File: src/rtl/freq_meter.sv
// Gated-count frequency meter: counts sig_in rising edges over a selectable gate and scales to Hz.
// Optional min/max trackers are built when FREQ_METER_MINMAX_EN is defined.
module freq_meter #(
    parameter int GATE_1MS_CYCLES = 100000
) (
    input  logic        clk,
    input  logic        rst_n,
    input  logic        sig_in,
    input  logic        enable,
    input  logic        start,
    input  logic        continuous,
    input  logic [1:0]  gate_sel,
    input  logic        minmax_clr,
    output logic [21:0] freq_hz,
    output logic        freq_valid,
    output logic        overflow,
    output logic        busy,
    output logic [21:0] min_hz,
    output logic [21:0] max_hz
);

    typedef enum logic [1:0] {
        IDLE,
        GATE,
        SCALE,
        DONE
    } state_t;

    localparam logic [26:0] LEN_1MS   = 27'(GATE_1MS_CYCLES);
    localparam logic [26:0] LEN_10MS  = 27'(GATE_1MS_CYCLES * 10);
    localparam logic [26:0] LEN_100MS = 27'(GATE_1MS_CYCLES * 100);
    localparam logic [26:0] LEN_1S    = 27'(GATE_1MS_CYCLES * 1000);
    localparam logic [35:0] SAT_HZ    = 36'd4194303;

    state_t      state;
    state_t      state_nxt;
    logic [2:0]  sync_q;
    logic        edge_q;
    logic [26:0] gate_cnt;
    logic [26:0] gate_len;
    logic [1:0]  gate_code;
    logic [25:0] edge_cnt;
    logic [35:0] ext;
    logic [35:0] prod;
    logic [35:0] product_q;
    logic        gate_start;

    // sync_q[1] is the synchronized level, sync_q[2] its one-cycle delay
    always_ff @(posedge clk or negedge rst_n) begin
        if (!rst_n) begin
            sync_q <= '0;
            edge_q <= 1'b0;
        end else begin
            sync_q <= {sync_q[1:0], sig_in};
            edge_q <= sync_q[1] & ~sync_q[2];
        end
    end

    always_ff @(posedge clk or negedge rst_n) begin
        if (!rst_n) begin
            state <= IDLE;
        end else begin
            state <= state_nxt;
        end
    end

    always_comb begin
        state_nxt = state;
        unique case (state)
            IDLE: begin
                if (enable && (start || continuous)) begin
                    state_nxt = GATE;
                end
            end
            GATE: begin
                if (gate_cnt == gate_len - 27'd1) begin
                    state_nxt = SCALE;
                end
            end
            SCALE: state_nxt = DONE;
            DONE: begin
                if (enable && continuous) begin
                    state_nxt = GATE;
                end else begin
                    state_nxt = IDLE;
                end
            end
            default: state_nxt = IDLE;
        endcase
        if (!enable) begin
            state_nxt = IDLE;
        end
    end

    assign gate_start = (state_nxt == GATE) && (state != GATE);

    always_comb begin
        ext = {10'd0, edge_cnt};
        unique case (gate_code)
            2'd0:    prod = (ext << 10) - (ext << 4) - (ext << 3);
            2'd1:    prod = (ext << 6) + (ext << 5) + (ext << 2);
            2'd2:    prod = (ext << 3) + (ext << 1);
            default: prod = ext;
        endcase
    end

    always_ff @(posedge clk or negedge rst_n) begin
        if (!rst_n) begin
            gate_cnt   <= '0;
            gate_len   <= LEN_1MS;
            gate_code  <= 2'd0;
            edge_cnt   <= '0;
            product_q  <= '0;
            freq_valid <= 1'b0;
        end else begin
            freq_valid <= 1'b0;
            if (gate_start) begin
                gate_cnt  <= '0;
                edge_cnt  <= '0;
                gate_code <= gate_sel;
                unique case (gate_sel)
                    2'd0:    gate_len <= LEN_1MS;
                    2'd1:    gate_len <= LEN_10MS;
                    2'd2:    gate_len <= LEN_100MS;
                    default: gate_len <= LEN_1S;
                endcase
            end else if (state == GATE) begin
                gate_cnt <= gate_cnt + 27'd1;
                if (edge_q && (edge_cnt != '1)) begin
                    edge_cnt <= edge_cnt + 26'd1;
                end
            end
            // An abort during SCALE keeps the previous result untouched
            if ((state == SCALE) && enable) begin
                product_q  <= prod;
                freq_valid <= 1'b1;
            end
        end
    end

    assign overflow = product_q > SAT_HZ;
    assign freq_hz  = overflow ? 22'h3FFFFF : product_q[21:0];
    assign busy     = state != IDLE;

`ifdef FREQ_METER_MINMAX_EN
    logic [21:0] min_q;
    logic [21:0] max_q;

    always_ff @(posedge clk or negedge rst_n) begin
        if (!rst_n) begin
            min_q <= 22'h3FFFFF;
            max_q <= '0;
        end else if (freq_valid) begin
            if (minmax_clr || (freq_hz < min_q)) begin
                min_q <= freq_hz;
            end
            if (minmax_clr || (freq_hz > max_q)) begin
                max_q <= freq_hz;
            end
        end else if (minmax_clr) begin
            min_q <= 22'h3FFFFF;
            max_q <= '0;
        end
    end

    assign min_hz = min_q;
    assign max_hz = max_q;
`else
    logic unused_clr;
    assign unused_clr = minmax_clr;
    assign min_hz     = '0;
    assign max_hz     = '0;
`endif

endmodule
File: config.mk
export PLATFORM = sky130hd
export DESIGN_NAME = freq_meter
export DESIGN_NICKNAME = d
export VERILOG_FILES = /design/src/rtl/freq_meter.sv
export SDC_FILE = /design/constraint.sdc
export NUM_CORES = 1
export LEC_CHECK = 0
export ABC_AREA = 1
export BUFFER_PORTS_ARGS = -buffer_cell sky130_fd_sc_hd__buf_4
export CAP_MARGIN = 40
export CORE_AREA = 2 2 168 170
export CTS_CLUSTER_SIZE = 16
export DETAILED_ROUTE_END_ITERATION = 8
export DIE_AREA = 0 0 170 172
export HOLD_SLACK_MARGIN = 0.15
export PLACE_DENSITY = 0.69
export REMOVE_ABC_BUFFERS = 1
export SLEW_MARGIN = 0
export SYNTH_ARGS = -nofsm -noshare
export SYNTH_HDL_FRONTEND = slang
export SYNTH_SLANG_ARGS = --single-unit
File: constraint.sdc
create_clock -name clk -period 3 [get_ports clk]
set_clock_uncertainty 0.1 [all_clocks]
set_input_delay 0.15 -clock clk [delete_from_list [all_inputs] [get_ports clk]]
set_output_delay 0.15 -clock clk [all_outputs]
set_load 0.02 [all_outputs]
==> results of run 1 <==
## registers in the layout, indices dropped and copies added (netlist names)
name,flops
edge_cnt,26
edge_q,1
freq_valid,1
gate_cnt,27
gate_code,2
gate_len,11
product_q,36
state,2
sync_q,3
## routing by layer
| metal | global-route usage (%) | vias up |
|---|---|---|
| li1 | - | 7224 |
| met1 | 48.3 | 7206 |
| met2 | 54.3 | 672 |
| met3 | 6.55 | 98 |
| met4 | 8.81 | 0 |
| met5 | 0 | - |
## stage by stage
step	utilization, %	instances	hold slack [ns]	power [mW]	instance area (um^2)
2_1_floorplan	-	2019	-0.246	2.77	13100
3_3_place_gp	57.3	2647	0.137	3.56	15800
3_5_place_dp	57.3	2647	0.130	3.59	15800
4_1_cts	59.6	2670	0.266	4.94	16400
5_1_grt	63.6	2685	0.269	5.42	17500
6_report	63.6	2685	0.249	5.14	17500
## worst paths after layout
path	start	endpoint	cells past startpoint
setup reg to reg	edge_cnt[1]	product_q[29]	16
min in group clk	sync_q[0]	sync_q[1]	0
setup / recovery	edge_cnt[1]	product_q[29]	16
hold reg to reg	sync_q[0]	sync_q[1]	0
max in group asynchronous	rst_n	gate_len[5]	3
hold / removal	rst_n	edge_q	2
## area by class of cell
type | instances | area (um^2) | share of cell area, %
clock inverter | 7 | 91.3 | 0.522
sequential | 109 | 2740 | 15.7
inverter | 279 | 1050 | 6.02
timing repair buffer | 304 | 2430 | 13.9
multi-input combinational | 1631 | 10500 | 60.1
clock buffer | 9 | 225 | 1.29
tap | 346 | 433 | 2.48
## logic make-up (layout without fill, tap and decap cells)
logic type | after synthesis | count (layout) | synth area share [%]
buffers and inverters | 354 | 599 | 11.6
other | 1 | 44 | 0.0278
AO/OA/AOI/OAI | 363 | 363 | 14.5
adder cells (fa/ha/maj) | 167 | 167 | 17.9
flip-flops | 109 | 109 | 20.3
XOR/XNOR | 28 | 28 | 1.82
AND/OR/NAND/NOR | 1029 | 1029 | 33.9
## critical path: stages, from the launching register on
cell and delay, ns:
dfrtp_1 0.41, buf_4 0.16, inv_1 0.08, ha_1 0.30, ha_2 0.39, nand2_1 0.10
buf_4 0.15, nor3_1 0.21, nor2_2 0.11, o21ai_2 0.21, nand3_2 0.16, nand3_1 0.10
nand2_1 0.05, nand3_1 0.13, nand3_1 0.10, nand2_1 0.07, nand2_1 0.05
## layout by cell type (no fill, tap or decap), drive strengths merged, types with 4 or more instances in the layout
cell type,netlist,final
inv,277,281
or2,22,22
nand3,172,172
o21a,7,7
nor2,205,205
nor3,41,41
xnor2,8,8
o2111ai,7,7
nand2,518,518
dfstp,5,5
nand3b,12,12
clkinv,2,4
dlygate4sd3,0,6
nand4,47,47
nor4,8,8
a21boi,5,5
dfrtp,104,104
xor2,20,20
o21bai,10,10
fa,43,43
o21ai,168,168
buf,54,298
conb,1,44
ha,124,124
clkbuf,21,9
a21oi,147,147
## power by group
part	switching [mW]	internal [mW]
clock network	0.706	0.612
registers	0.110	1.55
logic	1.38	0.783
## repair_timing
action                     in CTS  in global routing
pin swaps                       6                 85
buffers inserted                1                 15
hold buffers                    6                  0
gates resized for setup        70                255
hold endpoints to repair       56                  0
setup endpoints to repair      26                 53
==> flow_metrics.env, run 1 <==
export IMPL_synth_flop_cell="dfrtp_1"
export IMPL_nFillCells=2487
export IMPL_wl_met1_um=22000
export IMPL_netlist_area_um2=13500
export IMPL_synthTopCellsByCount="515 x nand2_1, 261 x inv_1, 193 x nor2_1, 156 x o21ai_0, 151 x nand3_1"
export IMPL_worst_setup_path_start_kind="flop"
export IMPL_root_buffer="clkbuf_16"
export IMPL_wl_met2_um=22600
export IMPL_period_minus_slack_ns=2.97
export IMPL_run_status="finished clean"
export IMPL_vias=15200
export IMPL_async_reset_ff_share_pct=100
export IMPL_required_ns=3.18
export IMPL_synthCells=2051
export IMPL_hold_viol=0
export IMPL_grt_use_total_pct=34.3
export IMPL_port_buffers=32
export IMPL_synth_edf_count=0
export IMPL_critPathCaptureType="flop"
export IMPL_cp_max_fo=5
export IMPL_worstPathArrival_ns=3.15
export IMPL_clk_pin_slew_ns=0.09
export IMPL_antenna_found_initial=0
export IMPL_worst_slew_pin_slew_ns=0.785
export IMPL_max_cap_violations=0
export IMPL_insertion_delay_ns=0.38
export IMPL_fmax_mhz=337
export IMPL_avgViaCountPerCell=5.66
export IMPL_dieHeight_um=172
export IMPL_wl_per_cell_um=18.9
export IMPL_grt_pass1_vias=14162
export IMPL_die_w_um=170
export IMPL_final_antenna_net_count=0
export IMPL_gp_congestion=0.983
export IMPL_ios=78
export IMPL_htree_levels=3
export IMPL_setup_violations_final=0
export IMPL_drv_slew=0
export IMPL_grt_pass1_wl_um=77100
export IMPL_placementRows=61
export IMPL_drt_iter0_drc=1736
export IMPL_netlist_top_cells_area="dfrtp_1 19%, nand2_1 14%, ha_1 11%"
export IMPL_synth_distinct_cells=51
export IMPL_clock_path_buffers=2
export IMPL_drc=0
export IMPL_tns_ns=0
export IMPL_pwr_density_cell_nw_per_um2=294
export IMPL_area_growth_pct=29.6
export IMPL_synth_area_leader_cell="dfrtp_1"
export IMPL_start_util_pct=49.1
export IMPL_grt_ovfl_total=0
export IMPL_hp_class="in2async"
export IMPL_drt_wl_total_um=50800
export IMPL_rsz0062_at_grt="yes"
export IMPL_grt_max_degree=50
export IMPL_synth_top_area_share_pct=19.3
export IMPL_place_ws_ns=-0.223
export IMPL_p_leak_nw=9.27
export IMPL_insertedDiodeCount=0
export IMPL_drive_gt1_share_pct=27.0
export IMPL_crit_type="reg2reg"
export IMPL_drt_first_pass_iters=6
export IMPL_cts_made_buffers=9
export IMPL_worst_slack_ns=0.0305
export IMPL_core_area_um2=27500
export IMPL_synth_area_per_cell_um2=6.58
export IMPL_yosysMostFrequentCell="nand2_1"
export IMPL_max_vdd_ir_drop_v=0.000228
export IMPL_die_area_um2=29200
export IMPL_routed_top_layer="met4"
export IMPL_cts_tree="done"
export IMPL_ys_warn_count=0
export IMPL_ys_seq_elements=109
export IMPL_fin_crit_sh_pct=99.0
export IMPL_hpwlAfterDp_um=40000
export IMPL_slew_headroom_pct=47.5
export IMPL_rrSetupSlack_ns=0.03
export IMPL_wl_met3_um=4990
export IMPL_yosysSeqAreaShare_pct=20.3
export IMPL_nets=2510
export IMPL_cts_sinks=109
Power figures use the tool's default switching activity.
==> inputs of run 2 (changes only) <==
REMOVE_ABC_BUFFERS = default   (was 1)
SKIP_CTS_REPAIR_TIMING = 1   (was default)
==> run 2 against run 1 <==
Compared with the run above:
- critical endpoint is now product_q[14]
- sequential power about the same
- the run now ends with setup timing left
- flip-flop and latch count unchanged
- sequential share of layout area decreased by 0.34 points
- maximum frequency decreased by 1.3%
==> flow_metrics.env, run 2 (synthesized netlist as in run 1, its figures left out) <==
export IMPL_antenna_found_initial=0
export IMPL_grt_ovfl_total=0
export IMPL_slowest_stage="fa_1"
export IMPL_drt_wl_total_um=51400
export IMPL_grt_pass1_vias=13607
export IMPL_htree_levels=3
export IMPL_cts_tree="done"
export IMPL_vias=15302
export IMPL_worstPathArrival_ns=3.17
export IMPL_violations="setup timing"
export IMPL_largestRegisters="product_q (36), gate_cnt (27), edge_cnt (26)"
export IMPL_placementRows=61
export IMPL_run_status="finished with violations"
export IMPL_final_cell_mix="479 x nand2_1, 300 x buf_4, 245 x inv_1"
export IMPL_insertedDiodeCount=0
export IMPL_crit_type="reg2reg"
export IMPL_final_antenna_net_count=0
export IMPL_worst_slew_pin_slew_ns=0.801
export IMPL_setup_violations_final=2
export IMPL_max_cap_violations=0
export IMPL_start_util_pct=49.1
export IMPL_dieHeight_um=172
export IMPL_cts_sinks=109
export IMPL_drv_slew=0
export IMPL_drc=0
export IMPL_fin_crit_sh_pct=100
export IMPL_top_register="product_q"
export IMPL_critPathCaptureType="flop"
export IMPL_largest_reg_flops=36
export IMPL_grt_use_total_pct=33.8
export IMPL_p_leak_nw=9.44
export IMPL_avgViaCountPerCell=5.65
export IMPL_slowest_delay_ns=0.45
export IMPL_insertion_delay_ns=0.37
export IMPL_clock_path_buffers=2
export IMPL_ios=78
export IMPL_root_buffer="clkbuf_16"
export IMPL_drt_first_pass_iters=6
export IMPL_crit_chain="buf_4, fa_1, ha_2, fa_2, nand3_2, nand2_2, nand2_1, nand2_2, buf_4, o21ai_0, o2111ai_1, nand2_1, nand2_1"
export IMPL_grt_max_degree=56
export IMPL_period_minus_slack_ns=3.01
export IMPL_max_vdd_ir_drop_v=0.000292
export IMPL_final_common_cell="nand2_1"
export IMPL_drive_gt1_share_pct=28.3
export IMPL_worst_setup_path_start_kind="flop"
export IMPL_hp_class="reg2reg"
export IMPL_cp_max_fo=5
export IMPL_required_ns=3.16
export IMPL_core_area_um2=27500
export IMPL_hold_viol=0
export IMPL_wl_per_cell_um=19.0
export IMPL_die_w_um=170
export IMPL_crit_top_cell="nand2_1"
export IMPL_tns_ns=-0.0178
export IMPL_clk_pin_slew_ns=0.08
export IMPL_place_ws_ns=-0.279
export IMPL_grt_pass1_wl_um=75800
export IMPL_nets=2535
export IMPL_hpwlAfterDp_um=40400
export IMPL_rsz0062_at_grt="yes"
export IMPL_drt_iter0_drc=1569
export IMPL_port_buffers=32
export IMPL_pwr_density_cell_nw_per_um2=290
export IMPL_gp_congestion=1.08
export IMPL_worst_slack_ns=-0.00930
export IMPL_slew_headroom_pct=46.2
export IMPL_cts_made_buffers=9
export IMPL_die_area_um2=29200
export IMPL_area_growth_pct=32.2
export IMPL_fmax_mhz=332
-- run 2: cell count changes in the layout (fill, tap and decap cells not counted), sizes merged --
cell | before | now
inv | 281 | 278
bufinv | 0 | 1
clkbuf | 9 | 12
clkinvlp | 1 | 2
clkinv | 4 | 2
buf | 298 | 324
dlygate4sd3 | 6 | 5
-- run 2: where the power goes --
part	internal, mW	leakage (nW)	switching [mW]
Clock	0.722	0.160	0.599
Combinational	0.821	7.82	1.39
Sequential	1.55	1.45	0.0996
-- run 2: final cells by class --
class,instances,area (um^2)
fillers,2482,9630
well taps,346,433
clock buffers,12,267
clock inverters,4,52.6
repair buffers,329,2660
multi-input cells,1631,10600
flip-flops and latches,109,2740
inverters,279,1050
-- run 2: per-stage QoR --
step                instance area, um^2  cells  util (%)  hold slack, ns  total power [mW]
floorplan                         13700   2094         -          -0.246              2.85
global placement                  16000   2672      58.1           0.140              3.56
detailed placement                16000   2673      58.2           0.148              3.61
CTS                               16300   2689      59.3          -0.255              4.94
global route                      17800   2710      64.9           0.274              5.44
finish                            17800   2710      64.9           0.264              5.18
-- run 2: layer usage --
layer  up-vias  wire length (um)  track usage, %  share of wire, %
met1      7240             23000            48.5                45
met5         -                 0               0                 0
met2       671             22400            52.5                44
met4         0              1990            10.5               3.9
met3       120              4020            5.04               7.8
li1       7271                 -               -                 -
-- run 2: worst paths after layout --
| kind | slack (ns) | cells past startpoint | startpoint | endpoint |
|---|---|---|---|---|
| max in group asynchronous | 1.80 | 3 | rst_n | edge_cnt[23] |
| min reg2reg | 0.26 | 0 | sync_q[0] | sync_q[1] |
| min in group asynchronous | 0.27 | 2 | rst_n | product_q[5] |
| max reg2reg | -0.009 | 13 | edge_cnt[4] | product_q[14] |
| min | 0.26 | 0 | sync_q[0] | sync_q[1] |
| max | -0.009 | 13 | edge_cnt[4] | product_q[14] |
-- run 2: worst max-delay path, delay by kind of cell, from the launching register on --
kind | cells | cell delay [ns]
simple gates | 6 | 0.66
fa+ha+maj | 3 | 1.03
flops | 1 | 0.40
compound gates | 2 | 0.42
buf+inv | 2 | 0.29
